$ cat src/rtl/edge_detect_multi.sv
// Multi-channel edge detector: synchroniser, debounce filter, rise/fall pulses,
// per-channel event mode, sticky W1C pending flags and an OR-ed interrupt.
module edge_detect_multi #(
  parameter int WIDTH       = 4,
  parameter int SYNC_STAGES = 2,
  parameter int FILT_CYCLES = 4
) (
  input  logic                 clk,
  input  logic                 reset_n,
  input  logic [WIDTH-1:0]     a_i,
  input  logic [2*WIDTH-1:0]   mode_i,
  input  logic [WIDTH-1:0]     clear_i,
  output logic [WIDTH-1:0]     level_o,
  output logic [WIDTH-1:0]     rise_o,
  output logic [WIDTH-1:0]     fall_o,
  output logic [WIDTH-1:0]     pending_o,
  output logic                 irq_o
);

  localparam int CW = $clog2(FILT_CYCLES + 1);
  localparam logic [CW-1:0] CNT_LAST = CW'(FILT_CYCLES - 1);

  logic [WIDTH-1:0] r_sync [SYNC_STAGES];
  logic [CW-1:0]    r_cnt  [WIDTH];
  logic [WIDTH-1:0] r_level;
  logic [WIDTH-1:0] r_rise;
  logic [WIDTH-1:0] r_fall;
  logic [WIDTH-1:0] r_pending;

  logic [WIDTH-1:0] w_s;
  logic [WIDTH-1:0] w_toggle;
  logic [WIDTH-1:0] w_ev;

  always_ff @(posedge clk or negedge reset_n) begin
    if (!reset_n) begin
      for (int i = 0; i < SYNC_STAGES; i++) r_sync[i] <= '0;
    end else begin
      r_sync[0] <= a_i;
      for (int i = 1; i < SYNC_STAGES; i++) r_sync[i] <= r_sync[i-1];
    end
  end

  assign w_s = r_sync[SYNC_STAGES-1];

  // A level is accepted only after FILT_CYCLES consecutive mismatching cycles.
  always_comb begin
    w_toggle = '0;
    w_ev     = '0;
    for (int k = 0; k < WIDTH; k++) begin
      w_toggle[k] = (w_s[k] != r_level[k]) && (r_cnt[k] == CNT_LAST);
      w_ev[k]     = (r_rise[k] & mode_i[2*k]) | (r_fall[k] & mode_i[2*k+1]);
    end
  end

  always_ff @(posedge clk or negedge reset_n) begin
    if (!reset_n) begin
      for (int k = 0; k < WIDTH; k++) r_cnt[k] <= '0;
      r_level   <= '0;
      r_rise    <= '0;
      r_fall    <= '0;
      r_pending <= '0;
    end else begin
      for (int k = 0; k < WIDTH; k++) begin
        if ((w_s[k] == r_level[k]) || w_toggle[k]) r_cnt[k] <= '0;
        else                                       r_cnt[k] <= r_cnt[k] + CW'(1);
      end
      r_level   <= r_level ^ w_toggle;
      r_rise    <= w_toggle & ~r_level;
      r_fall    <= w_toggle & r_level;
      // Set dominates a simultaneous clear so no event is lost.
      r_pending <= (r_pending & ~clear_i) | w_ev;
    end
  end

  assign level_o   = r_level;
  assign rise_o    = r_rise;
  assign fall_o    = r_fall;
  assign pending_o = r_pending;
  assign irq_o     = |r_pending;

endmodule

$ cat config.mk
export PLATFORM = sky130hd
export DESIGN_NAME = edge_detect_multi
export DESIGN_NICKNAME = d
export VERILOG_FILES = /design/src/rtl/edge_detect_multi.sv
export SDC_FILE = /design/constraint.sdc
export NUM_CORES = 1
export LEC_CHECK = 0
export ABC_CLOCK_PERIOD_IN_PS = 1320
export BUFFER_PORTS_ARGS = -buffer_cell sky130_fd_sc_hd__buf_2
export CAP_MARGIN = 40
export CORE_MARGIN = 2
export CORE_UTILIZATION = 45
export DETAILED_ROUTE_END_ITERATION = 12
export HOLD_SLACK_MARGIN = 0.15
export PLACE_DENSITY_LB_ADDON = 0.25
export SYNTH_ARGS = -nofsm -noshare
export SYNTH_HDL_FRONTEND = slang
export SYNTH_SLANG_ARGS = --single-unit
export TNS_END_PERCENT = 5
$ cat constraint.sdc
create_clock -name clk -period 1.32 [get_ports clk]
set_clock_uncertainty 0.15 [all_clocks]
set_input_delay 0.396 -clock clk [delete_from_list [all_inputs] [get_ports clk]]
set_output_delay 0.396 -clock clk [all_outputs]
set_load 0.005 [all_outputs]
==> impl_metrics.ini, run 1 <==
[route]
ant_nets = 0
drtIter0Drc = 22
dr_total_vias = 925
drc = 0
routedWlPerCell_um = 12.5
first_pass_iters = 4
finalWirelength_mm = 2.35
via_per_inst = 4.92

[outcome]
status = finished, violations left
failed_checks = setup timing

[clock_tree]
cts.clk_slew.worst_paths_ps = 100
cts_buffer_depth = 2
ctsHtreeMaxLevel = 2
worst_skew_pair.late_latency_ps = 330
tritoncts = yes
cts_inserted_buffers = 5
clock_sink_count = 36
cts.root.buffer_cell = sky130_fd_sc_hd__clkbuf_4

[yosys]
synthCells = 94
ys_warn_count = 0
post_synth_num_cell_types = 14
syn-num-nets = 120
synth_seq_cells = 36
mapped_cell_area_sq_mm = 0.00132
synthesis.area_per_instance_sq_um = 14.1
synth.yosys.seq_area_share = 0.681

[critical_path]
critical-path-slowest-cell = sky130_fd_sc_hd__dfrtp_1
cp_top_family = flip-flops
critical_path_required_ps = 770
worstRegToRegCells = 3
worst_path_largest_cell_delay_ps = 390
startpoint_type = register
cp_data_arrival_time_ps = 1010
timing.critical_path.buf_inv = 2
path_cells = inv_1, nand4_1, buf_2
worst_r2r_startpoint = r_cnt[7]$_DFF_PN0_
worst-setup-path-type = register to primary output
worst-path-max-fanout = 2
levels_on_crit_path = 3
timing.critical_path.from = pending_o[0]$_DFF_PN0_
timing.critical_path.to_type = primary output

[die]
die_height_um = 58.2
boundary_pin_count = 35
core_area_sq_mm = 0.00278
start_util = 0.475
placement_rows = 19
dieArea_sq_mm = 0.00339
chipWidth_um = 58.2

[placed_design]
numPortBuffers = 34
placedCellCount = 162
placement.cell_area_sq_mm = 0.00157
post-dp-hpwl_mm = 1.51
finalWeightedCongestion = 0.682

[sta]
min_period_over_period = 1.18
worst_slew_pin_slew_ps = 379
f_max_mhz = 644
finalSetupViolCount = 17
post-route-worst-setup-slack_ps = -234
finalMaxSlewViolations = 0
timing.slew.headroom = 0.745
hold_viol_final = 0
clock_period_minus_final_worst_setup_slack_ps = 1550
rsz0062_at_grt = yes

[worst_hold_path]
holdCritStartpoint = mode_i[2]
hp-class = primary input to register
timing.hold.worst_path_depth = 3

[power_and_ir_drop]
clock_power_share = 0.186
power.sequential.fraction = 0.512
power.density_mw_per_mm2 = 1560
total_leakage_power_uw = 0.000917
worst_ir_drop_vdd_v = 0.00112
power.share.combinational = 0.302
total_switching_power_uw = 873
cellInternalPower_uw = 2030
power.switching_fraction = 0.300

[job]
cap_violations = 0

[cells_and_area]
seq_area_sq_um = 901
layout_area_overhead_pct = 41.2
final_cell_count_no_fill = 188
antennaDiodeCount = 0
nFillCells = 219
layout.core_utilization = 0.671
post_layout_net_count = 183
multiInputGateArea_sq_um = 462
fin_area_sq_mm = 0.00187
drive_gt1_frac = 0.439

[grt]
gr-usage-all-layers = 0.172
global_route.overflow_total = 0
grt_max_degree = 37
antenna_found_initial = 0
vias_in_the_first_global_route = 992
global_route_wire_length_before_repair_mm = 4.15
## cells by family after synthesis
logic type,after synthesis,share of synthesized area
flip-flops,36,0.681
AND/OR/NAND/NOR,25,0.124
AO/OA/AOI/OAI,9,0.0416
buffers and inverters,9,0.0255
adder cells (fa/ha/maj),8,0.0757
XOR/XNOR,4,0.0265
multiplexers,3,0.0255
## synthesized netlist by cell type (all sizes together)
master  count  area (sq um)
nor3b       5          57.6
nand2       4          15.0
and3b       3          30.0
inv         9          33.8
xnor2       4          35.0
a22oi       4          30.0
o21ai       5          25.0
ha          8           100
nand4       1          6.26
mux2        3          33.8
dfrtp      36           901
nor3        8          40.0
nor2        4          15.0
## worst paths after layout
| kind | end | slack, ps |
|---|---|---|
| setup / recovery | irq_o | -230 |
| hold / removal | pending_o[1]$_DFF_PN0_ | 160 |
| setup reg to reg | register | 0 |
| hold reg to reg | w_s[3]$_DFF_PN0_ | 200 |
| max in group asynchronous | w_s[2]$_DFF_PN0_ | 450 |
| min in group asynchronous | pending_o[1]$_DFF_PN0_ | 390 |
## worst min-delay path, stage by stage
cell and delay, ps:
sky130_fd_sc_hd__buf_2 70, sky130_fd_sc_hd__a22oi_1 60, sky130_fd_sc_hd__o21ai_0 80
## metrics by stage
step / hold slack [ps] / setup WS (ps) / setup TNS (ps) / power (uW)
floorplan: -49.6 / -8.68 / -16.9 / 1940
global placement: 184 / -3.47 / -3.47 / 2170
detailed placement: 185 / -76.7 / -272 / 2220
CTS: 153 / -250 / -2040 / 2880
global route: 167 / -277 / -2610 / 3130
finish: 164 / -234 / -1820 / 2910
## cell usage in the layout (no fill, tap or decap), types with 2 or more instances in the layout
| cell type | n |
|---|---|
| sky130_fd_sc_hd__buf_4 | 6 |
| sky130_fd_sc_hd__xnor2_1 | 4 |
| sky130_fd_sc_hd__nor2_1 | 4 |
| sky130_fd_sc_hd__ha_4 | 4 |
| sky130_fd_sc_hd__nand2_1 | 4 |
| sky130_fd_sc_hd__nor3_1 | 6 |
| sky130_fd_sc_hd__and3b_2 | 3 |
| sky130_fd_sc_hd__o21ai_0 | 5 |
| sky130_fd_sc_hd__inv_2 | 2 |
| sky130_fd_sc_hd__mux2_2 | 2 |
| sky130_fd_sc_hd__nor3b_2 | 4 |
| sky130_fd_sc_hd__buf_2 | 34 |
| sky130_fd_sc_hd__nor3_2 | 2 |
| sky130_fd_sc_hd__dfrtp_1 | 36 |
| sky130_fd_sc_hd__ha_2 | 4 |
| sky130_fd_sc_hd__a22oi_1 | 4 |
| sky130_fd_sc_hd__clkbuf_4 | 5 |
| sky130_fd_sc_hd__dlygate4sd3_1 | 15 |
| sky130_fd_sc_hd__inv_1 | 7 |
## power groups by stage
stage / clock (uW) / combinational (uW) / sequential, uW
floorplan: 0 / 446 / 1490
global placement: 0 / 675 / 1490
detailed placement: 0 / 714 / 1510
CTS: 556 / 833 / 1490
global route: 596 / 1010 / 1530
finish: 540 / 878 / 1490
## what timing repair did
| action | 4_1_cts | 5_1_grt |
|---|---|---|
| hold endpoints to repair | 44 | 0 |
| pin swaps | 0 | 6 |
| endpoints found under the setup margin | 25 | 25 |
| gates resized for setup | 11 | 5 |
| hold buffers | 15 | 0 |
| setup buffers | 2 | 2 |
## final cells by class
cell class,instances,share of cell area
clock buffers,6,0.0221
clock inverters,1,0.00268
inverters,9,0.0181
multi-input cells,49,0.247
flip-flops and latches,36,0.483
well taps,31,0.0208
repair buffers,56,0.206
## routing by layer
| layer | routed length, um | global-route usage |
|---|---|---|
| met5 | 0 | 0 |
| met4 | 64 | 0.113 |
| met3 | 113 | 0.0469 |
| met2 | 1250 | 0.310 |
| met1 | 915 | 0.170 |
Note: power is estimated with default switching activity, not from simulation.
==> run 2: changes to the inputs <==
- CORE_UTILIZATION: 45 -> 48
- CTS_BUF_LIST: unset -> sky130_fd_sc_hd__clkbuf_4
- GPL_ROUTABILITY_DRIVEN: unset -> 0
==> run 2 against run 1 <==
  * The flow still finishes with violations (setup timing)
  * Via count grew 1.7%
  * Sequential power hardly changed
  * Cell count up 2.7%
  * Combinational power down 1%
  * Power increased by 0.96%
  * Sequential cell count did not move
  * Utilization grew 3.6 points
  * Setup slack better by 18 ps
  * Sequential share of layout area fell by 0.86 points
  * Wire length is 2.6% higher
  * Critical endpoint unchanged
==> impl_metrics.ini, run 2 (synthesis results as in run 1) <==
[outcome]
status = finished, violations left
failed_checks = setup timing

[die]
core_area_sq_mm = 0.00269
placement_rows = 19
start_util = 0.492
boundary_pin_count = 35
chipWidth_um = 56.5
die_height_um = 56.5
dieArea_sq_mm = 0.00319

[sta]
min_period_over_period = 1.16
clock_period_minus_final_worst_setup_slack_ps = 1540
finalMaxSlewViolations = 0
rsz0062_at_grt = yes
timing.slew.headroom = 0.755
hold_viol_final = 0
finalSetupViolCount = 17
finalSetupTns_ps = -1510
f_max_mhz = 651
worst_slew_pin_slew_ps = 365
post-route-worst-setup-slack_ps = -215

[cells_and_area]
layout_area_overhead_pct = 43.7
drive_gt1_frac = 0.438
nFillCells = 175
final_cell_count_no_fill = 193
mostFrequentLayoutCells = 36 x sky130_fd_sc_hd__dfrtp_1, 34 x sky130_fd_sc_hd__buf_2, 17 x sky130_fd_sc_hd__dlygate4sd3_1, 8 x sky130_fd_sc_hd__buf_4
seq_area_sq_um = 901
post_layout_net_count = 187
most_frequent_standard_cell_in_the_layout_excluding_fill_and_tap_cells = sky130_fd_sc_hd__dfrtp_1
multiInputGateArea_sq_um = 450
fin_area_sq_mm = 0.00190
antennaDiodeCount = 0

[power_and_ir_drop]
power.share.combinational = 0.295
worst_ir_drop_vdd_v = 0.00118
power.switching_fraction = 0.290
clock_power_share = 0.194
power.total_uw = 2930
total_switching_power_uw = 852
power.sequential.fraction = 0.512
power.density_mw_per_mm2 = 1540
cellInternalPower_uw = 2080
total_leakage_power_uw = 0.000936

[grt]
vias_in_the_first_global_route = 1003
antenna_found_initial = 0
global_route.overflow_total = 0
gr-usage-all-layers = 0.175
global_route_wire_length_before_repair_mm = 4.04
grt_max_degree = 37

[route]
ant_nets = 0
drtIter0Drc = 21
dr_total_vias = 941
routedWlPerCell_um = 12.5
drc = 0
finalWirelength_mm = 2.41
via_per_inst = 4.88
first_pass_iters = 4

[critical_path]
cp_data_arrival_time_ps = 990
worst-setup-path-type = register to primary output
worstRegToRegCells = 3
worst-path-max-fanout = 2
timing.critical_path.to_type = primary output
critical_path_required_ps = 770
reg2reg_slack_ps = 0
startpoint_type = register
worst_r2r_startpoint = r_cnt[6]$_DFF_PN0_

[clock_tree]
ctsHtreeMaxLevel = 2
worst_skew_pair.late_latency_ps = 320
cts_buffer_depth = 2
clock_sink_count = 36
cts.root.buffer_cell = sky130_fd_sc_hd__clkbuf_4
cts.clk_slew.worst_paths_ps = 100
cts_inserted_buffers = 5
tritoncts = yes

[worst_hold_path]
end_point_of_the_worst_hold_path = w_s[3]$_DFF_PN0_
hp-class = register to register
holdCritStartpoint = r_sync[7]$_DFF_PN0_
timing.hold.worst_path_depth = 0

[placed_design]
post-dp-hpwl_mm = 1.48
placement.cell_area_sq_mm = 0.00157
numPortBuffers = 34
preCtsSetupSlack_ps = -40.4
placedCellCount = 162

[job]
cap_violations = 0
run 2: power by group through the flow:
stage          logic (uW)  clock network [uW]  registers (uW)
3_5_place_dp          715                   0            1510
4_1_cts               825                 600            1490
3_3_place_gp          674                   0            1490
2_1_floorplan         446                   0            1490
5_1_grt               987                 654            1530
6_report              865                 568            1500
run 2: what timing repair did:
action / in CTS / in global routing
endpoints found under the setup margin: 25 / 29
hold buffers: 16 / 1
pin swaps: 2 / 4
hold endpoints to repair: 44 / 1
gates resized for setup: 9 / 6
setup buffers: 6 / 0
run 2: metal layers:
layer / vias up / track usage / part of all wire
met5: - / 0 / 0
met4: 0 / 0.0782 / 0.0071
met3: 2 / 0.0876 / 0.052
met2: 27 / 0.309 / 0.55
met1: 458 / 0.169 / 0.39
li1: 454 / - / -
run 2: worst max-delay path: stages, from the launching register on:
cell,delay [ps]
sky130_fd_sc_hd__dfrtp_1,400
sky130_fd_sc_hd__inv_2,60
sky130_fd_sc_hd__nand4_1,80
sky130_fd_sc_hd__buf_2,130
run 2: final cells by class:
class	count	share of cell area
Sequential cell	36	0.474
Multi-Input combinational cell	49	0.237
Timing Repair Buffer	60	0.221
Clock buffer	7	0.0276
Tap cell	31	0.0204
Inverter	9	0.0178
Clock inverter	1	0.00197
run 2: per-stage QoR:
stage	utilization	hold slack, ps
4_1_cts	0.694	160
2_1_floorplan	-	-49.6
6_report	0.707	204
5_1_grt	0.707	216
3_5_place_dp	0.584	189
3_3_place_gp	0.584	182
run 2: worst max path at each step:
| stage | startpoint | endpoint | slack (ps) | cells after the start |
|---|---|---|---|---|
| CTS | pending_o[0]$_DFF_PN0_ | irq_o | -240 | 3 |
| floorplan | r_cnt[3]$_DFF_PN0_ | register | -9 | 3 |
| global placement | r_cnt[3]$_DFF_PN0_ | register | 4 | 3 |
| detailed placement | r_cnt[3]$_DFF_PN0_ | register | -40 | 3 |
| finish | pending_o[2]$_DFF_PN0_ | irq_o | -220 | 3 |
| global route | pending_o[3]$_DFF_PN0_ | irq_o | -300 | 3 |
